### src/rtl/corr_scan_ctrl.sv
// Sequencing controller for a tapped correlator window: fills the window,
// walks every tap through the MAC once per new sample, then hands the result off.
module corr_scan_ctrl #(
    parameter int REGDEPTH = 52,
    parameter int TAP_W    = 6,
    parameter int CNT_W    = 16
) (
    input  logic             clk,
    input  logic             rst,
    input  logic             flush,
    input  logic             in_valid,
    output logic             in_ready,
    output logic             shift_en,
    output logic [TAP_W-1:0] tap_sel,
    output logic             mac_clr,
    output logic             mac_en,
    output logic             out_valid,
    input  logic             out_ready,
    output logic             win_full,
    output logic [CNT_W-1:0] res_cnt,
    output logic [1:0]       dbg_state
);

    // Handshakes: a transfer happens on a rising edge where valid and ready
    // are both high; valid never waits on ready, and flush cancels any transfer.
    localparam logic [1:0] IDLE = 2'd0;
    localparam logic [1:0] SCAN = 2'd1;
    localparam logic [1:0] DONE = 2'd2;

    // One spare bit so a window depth of exactly 2^TAP_W still fits the fill count.
    localparam logic [TAP_W:0]   FILL_MAX = (TAP_W + 1)'(REGDEPTH);
    localparam logic [TAP_W-1:0] TAP_LAST = TAP_W'(REGDEPTH - 1);

    logic [1:0]       state_q, state_d;
    logic [TAP_W:0]   fill_q, fill_d, fill_inc;
    logic [TAP_W-1:0] tap_q, tap_d;
    logic [CNT_W-1:0] res_q, res_d;
    logic             accept;

    assign in_ready = rst && (state_q == IDLE);
    assign accept   = in_valid && in_ready && !flush;
    assign fill_inc = (fill_q == FILL_MAX) ? FILL_MAX : fill_q + 1'b1;

    always_comb begin
        state_d = state_q;
        fill_d  = fill_q;
        tap_d   = tap_q;
        res_d   = res_q;
        if (flush) begin
            state_d = IDLE;
            fill_d  = '0;
            tap_d   = '0;
        end else begin
            case (state_q)
                IDLE: begin
                    if (accept) begin
                        fill_d = fill_inc;
                        // Once the window is full every new sample triggers a rescan.
                        if (fill_inc == FILL_MAX) state_d = SCAN;
                    end
                end
                SCAN: begin
                    if (tap_q == TAP_LAST) begin
                        state_d = DONE;
                        tap_d   = '0;
                    end else begin
                        tap_d = tap_q + 1'b1;
                    end
                end
                DONE: begin
                    if (out_ready) begin
                        state_d = IDLE;
                        res_d   = res_q + 1'b1;
                    end
                end
                default: state_d = IDLE;
            endcase
        end
    end

    always_ff @(posedge clk or negedge rst) begin
        if (!rst) begin
            state_q <= IDLE;
            fill_q  <= '0;
            tap_q   <= '0;
            res_q   <= '0;
        end else begin
            state_q <= state_d;
            fill_q  <= fill_d;
            tap_q   <= tap_d;
            res_q   <= res_d;
        end
    end

    assign shift_en  = accept;
    assign mac_en    = (state_q == SCAN);
    assign mac_clr   = mac_en && (tap_q == '0);
    assign tap_sel   = mac_en ? tap_q : '0;
    assign out_valid = (state_q == DONE);
    assign win_full  = (fill_q == FILL_MAX);
    assign res_cnt   = res_q;
    assign dbg_state = state_q;

endmodule

### config.mk
export PLATFORM = sky130hd
export DESIGN_NAME = corr_scan_ctrl
export DESIGN_NICKNAME = d
export VERILOG_FILES = /design/src/rtl/corr_scan_ctrl.sv
export SDC_FILE = /design/constraint.sdc
export NUM_CORES = 1
export LEC_CHECK = 0
export CORE_MARGIN = 2
export CORE_UTILIZATION = 45
export DETAILED_ROUTE_END_ITERATION = 7
export HOLD_SLACK_MARGIN = 0.1
export PLACE_DENSITY = 0.75
export SKIP_LAST_GASP = 1
export SLEW_MARGIN = 20
export SYNTH_ARGS = -nofsm -noshare
export SYNTH_HDL_FRONTEND = slang
export SYNTH_SLANG_ARGS = --single-unit
export TNS_END_PERCENT = 50
### constraint.sdc
create_clock -name clk -period 1.4 [get_ports clk]
set_input_delay 0.28 -clock clk [delete_from_list [all_inputs] [get_ports clk]]
set_output_delay 0.28 -clock clk [all_outputs]
set_load 0.02 [all_outputs]
== After elaboration in Yosys (flattened, before gate mapping) ==
Cells that the tools add are included.

* Input bits: 5
* Output and inout bits: 30
* Flip-flop bits (word level): 31
* Word-level logic and storage cells: 44

* Reductions and logical operators: 13
* Bitwise gates (word level): 1
* Muxes and demuxes: 14
* Eq/ne operators: 9
* Add/subtract/negate cells: 3

{| class="wikitable"
|+ Operator list
! operator !! number
|-
| 2-to-1 mux 7 bit || 4
|-
| 2-to-1 mux 6 bit || 4
|-
| adder 16 x 1 -> 16 bit, second input constant || 1
|-
| == test 7 x 6 -> 1 bit, second input constant || 2
|-
| 2-to-1 mux 2 bit || 5
|-
| != test 3 x 2 -> 1 bit, second input constant || 3
|-
| adder 7 x 1 -> 7 bit, second input constant || 1
|-
| adder 6 x 1 -> 6 bit, second input constant || 1
|-
| == test 6 bit, second input constant || 1
|-
| zero test 6 bit || 1
|-
| case mux 2 bit (3 select lines) || 1
|-
| nonzero test 2 bit || 3
|-
| logical AND 1 bit || 4
|-
| AND reduction 4 bit || 1
|-
| != test 3 bit, second input constant || 1
|-
| AND reduction 3 bit || 1
|-
| == test 2 x 1 -> 1 bit, second input constant || 1
|-
| == test 2 bit, second input constant || 1
|-
| zero test 2 bit || 1
|-
| AND reduction 2 bit || 1
|-
| zero test 1 bit || 1
|-
| inverter 1 bit || 1
|}

== Depth between registers and ports, before layout ==
* Depth after elaboration: 7
* Gate-level depth with buffers: 6
* Gate-level depth less buffers: 6

== Worst setup path before layout ==
OpenSTA, ideal clock, no wires.

* Path type: register -> output
* From: reg state_q[0] (netlist: dbg_state[0])
* To: out mac_clr
* Path slack: -0.428 ns
* Data arrival time: 1.548 ns
* Path buffers: 0
* Stages on the path, launching flop included: 4
* Required time: 1.120 ns
* Cells stage by stage: dfrtp_1 > nor2b_1 > nand3b_1 > nor4_1

* Word-level cells in the longest chain between the ends: 2

{| class="wikitable"
|+ Ends and longest elaborated chain
! element !! line !! source
|-
| start: declaration || 34 || <nowiki>logic [1:0] state_q, state_d;</nowiki>
|-
| start signal: assignment || 88 || <nowiki>state_q <= state_d;</nowiki>
|-
| == test 2 x 1 -> 1 bit || 96 || <nowiki>assign mac_en = (state_q == SCAN);</nowiki>
|-
| logical AND 1 bit || 97 || <nowiki>assign mac_clr = mac_en && (tap_q == '0);</nowiki>
|-
| end: declaration || 15 || <nowiki>output logic mac_clr,</nowiki>
|}

No other way between the ends.

== Final worst setup path ==
* From: reg state_q[1] (netlist: dbg_state[1])
* To: out mac_clr

The elaborated chain is that of the path after synthesis.

==> results.cfg <==
[run_status]
outcome = finished, violations left
violations = setup timing

[clock_network]
cts_tree = done
clockBufferDepth = 2
h-tree-depth = 2
clk_pin_slew_ns = 0.07
cts-buffers-inserted = 5
clockRootBuffer = clkbuf_8
clock_sinks = 31
clock_latency_ns = 0.29
hold_buffers = 0

[setup_path]
reg2reg_depth = 7
r2r_slack_ns = -0.28
r2r-start = dbg_state[1]$_DFFE_PN0P_
r2r-end = fill_q[0]$_DFFE_PN0P_
cp-endpoint = mac_clr
critPathMaxFanout = 3
criticalPathCategory = reg2out
crit_start = dbg_state[1]$_DFFE_PN0P_
arrival_ns = 1.45
cp_data_required_time_ns = 1.12
critPathLaunchType = register
cp-end-kind = output port

[detailed_routing]
wl_per_cell_um = 17.1
ant_nets = 0
drt-pass1-iter-count = 4
avgViaCountPerCell = 5.49
drc = 0
wl_um = 5380
drt_iter0_drc = 74
vias = 1730

[synth]
synth-async-reset-ratio_pct = 100
synth_area_um2 = 1710
ys_ff_latch = 31
syn_area_per_cell_um2 = 9.80
synth_edf_count = 0
seq_area_frac_synth_pct = 45.5
synth_top_cell_area_share_pct = 45.5
yosysMostFrequentCell = dfrtp_1
synth-main-ff-cell = dfrtp_1
synth_cells = 174
synth_area_leaders = dfrtp_1 45%, xnor2_1 7.7%, nand2_1 4.4%, ha_1 3.7%, xor2_1 3.6%
yosysUniqueCellTypes = 40
syn_nets = 184
yosys.area.top_type = dfrtp_1
yosys_warnings = 0
netlist_top_cells_count = 31 x dfrtp_1, 20 x nand2_1, 15 x nor2_1, 15 x xnor2_1

[power]
power.density_nw_per_um2 = 624
leakagePower_nw = 1.43
vdd_ir_drop_max_mv = 0.521

[layout]
multiInputGateArea_um2 = 1100
drive_gt1_share_pct = 44.6
diodes = 0
area_growth_pct = 67.6
nFillCells = 226
fin_util_pct = 78.1
register_area_um2 = 786
finalNonFillerCells = 315
nets = 276

[grt]
grtUsageTotal_pct = 25.3
overflow = 0
grt_pass1_wl_um = 8250
grt_pass1_vias = 1789
grt_max_degree = 32
antenna_found_initial = 0

[sta]
rsz0062_at_grt = true
final.setup.worst_slack_ns = -0.328
setup_violations = 39
period_needed_ns = 1.73
fin_skew_ns = 0.00964
max_freq_mhz = 579
report.final.slew_viol_count = 0
period_share_pct = 123
tns_ns = -5.14
whs_ns = 0.395
hold_viol_final = 0
tightest_slew_ns = 0.401
max_slew_margin_pct = 73.3

[die]
die_h_um = 65.6
fp-row-count = 22
io_pins = 35
die_x_um = 65.6
start_util_pct = 46.6
die_area_um2 = 4300
coreArea_um2 = 3660

[placement]
place.gp.congestion = 0.861
dpl_worst_slack_ns = -0.641
place_hpwl_um = 3140
dp_cells = 294
numPortBuffers = 34

[flow_run]
max_cap_violations = 0

[hold_path]
hold_class = in2async
[how the worst min path moves through the flow]
stage                                  from                  endpoint  depth (start not counted)
CTS                                     rst    res_cnt[8]$_DFFE_PN0P_                          2
floorplan                               rst  dbg_state[0]$_DFFE_PN0P_                          0
global placement    res_cnt[15]$_DFFE_PN0P_   res_cnt[15]$_DFFE_PN0P_                          1
detailed placement  res_cnt[15]$_DFFE_PN0P_   res_cnt[15]$_DFFE_PN0P_                          1
global route                            rst   res_cnt[14]$_DFFE_PN0P_                          2
finish                                  rst    res_cnt[8]$_DFFE_PN0P_                          2
[critical path, cell delays in order (launching register included)]
cell and delay, ns:
dfrtp_2 0.44, nor2b_4 0.16, nand3b_1 0.13, nor4_2 0.20, buf_2 0.22
[logic make-up after synthesis]
kind of cell    synth area share, %
flops                          45.5
simple gates                   28.0
xor+xnor                       11.3
fa+ha+maj                      3.67
compound gates                 8.51
buf+inv                        3.01
[state kept, by name, indices dropped and copies added (netlist names)]
signal     cells
res_cnt       16
tap_q          6
fill_q         7
dbg_state      2
[layer usage]
metal / global-route usage, % / routed length (µm) / vias up
li1: - / - / 785
met1: 31.2 / 2070 / 835
met2: 44.3 / 2770 / 83
met3: 5.14 / 355 / 27
met4: 8.07 / 191 / 0
met5: 0 / 0 / -
[layout make-up]
type | count | share of cell area [%]
Inverter | 8 | 1.05
Clock inverter | 1 | 0.175
Clock buffer | 7 | 3.02
Multi-Input combinational cell | 130 | 38.6
Timing Repair Buffer | 90 | 27.5
Tap cell | 48 | 2.10
Sequential cell | 31 | 27.5
[stage by stage]
stage / area, µm² / power [mW]
floorplan: 1800 / 0.959
global placement: 2490 / 1.03
detailed placement: 2490 / 1.03
CTS: 2680 / 1.76
global route: 2860 / 1.85
finish: 2860 / 1.79
[where the power goes]
group	leakage, nW	total, mW	switching [mW]	internal (mW)
combinational	0.965	0.138	0.0752	0.0628
clock	0.0482	0.747	0.350	0.396
sequential	0.419	0.901	0.00257	0.898
total	1.43	1.79	0.428	1.36
[cell usage in the layout, fill, tap and decap left out, types with 3 or more instances in the layout]
cell type,n
dfrtp_2,8
and3_1,4
nand2_1,19
dfrtp_1,23
dlygate4sd2_1,7
o21ai_1,3
ha_4,4
clkdlybuf4s50_1,5
clkbuf_8,6
dlymetal6s2s_1,8
a21oi_1,5
buf_4,50
nor2_1,11
nor2_4,3
xnor2_1,14
and2_1,4
nor4_4,3
o21ai_0,3
inv_1,6
buf_6,15
nand3_1,6
nand4_1,8
xor2_1,7
buf_2,4
[repair_timing]
item	4_1_cts	5_1_grt
pin swaps	12	14
gates resized for setup	90	36
buffers inserted	9	6
gates cloned	0	1
endpoints found under the setup margin	54	54
Power figures use the tool's default switching activity.
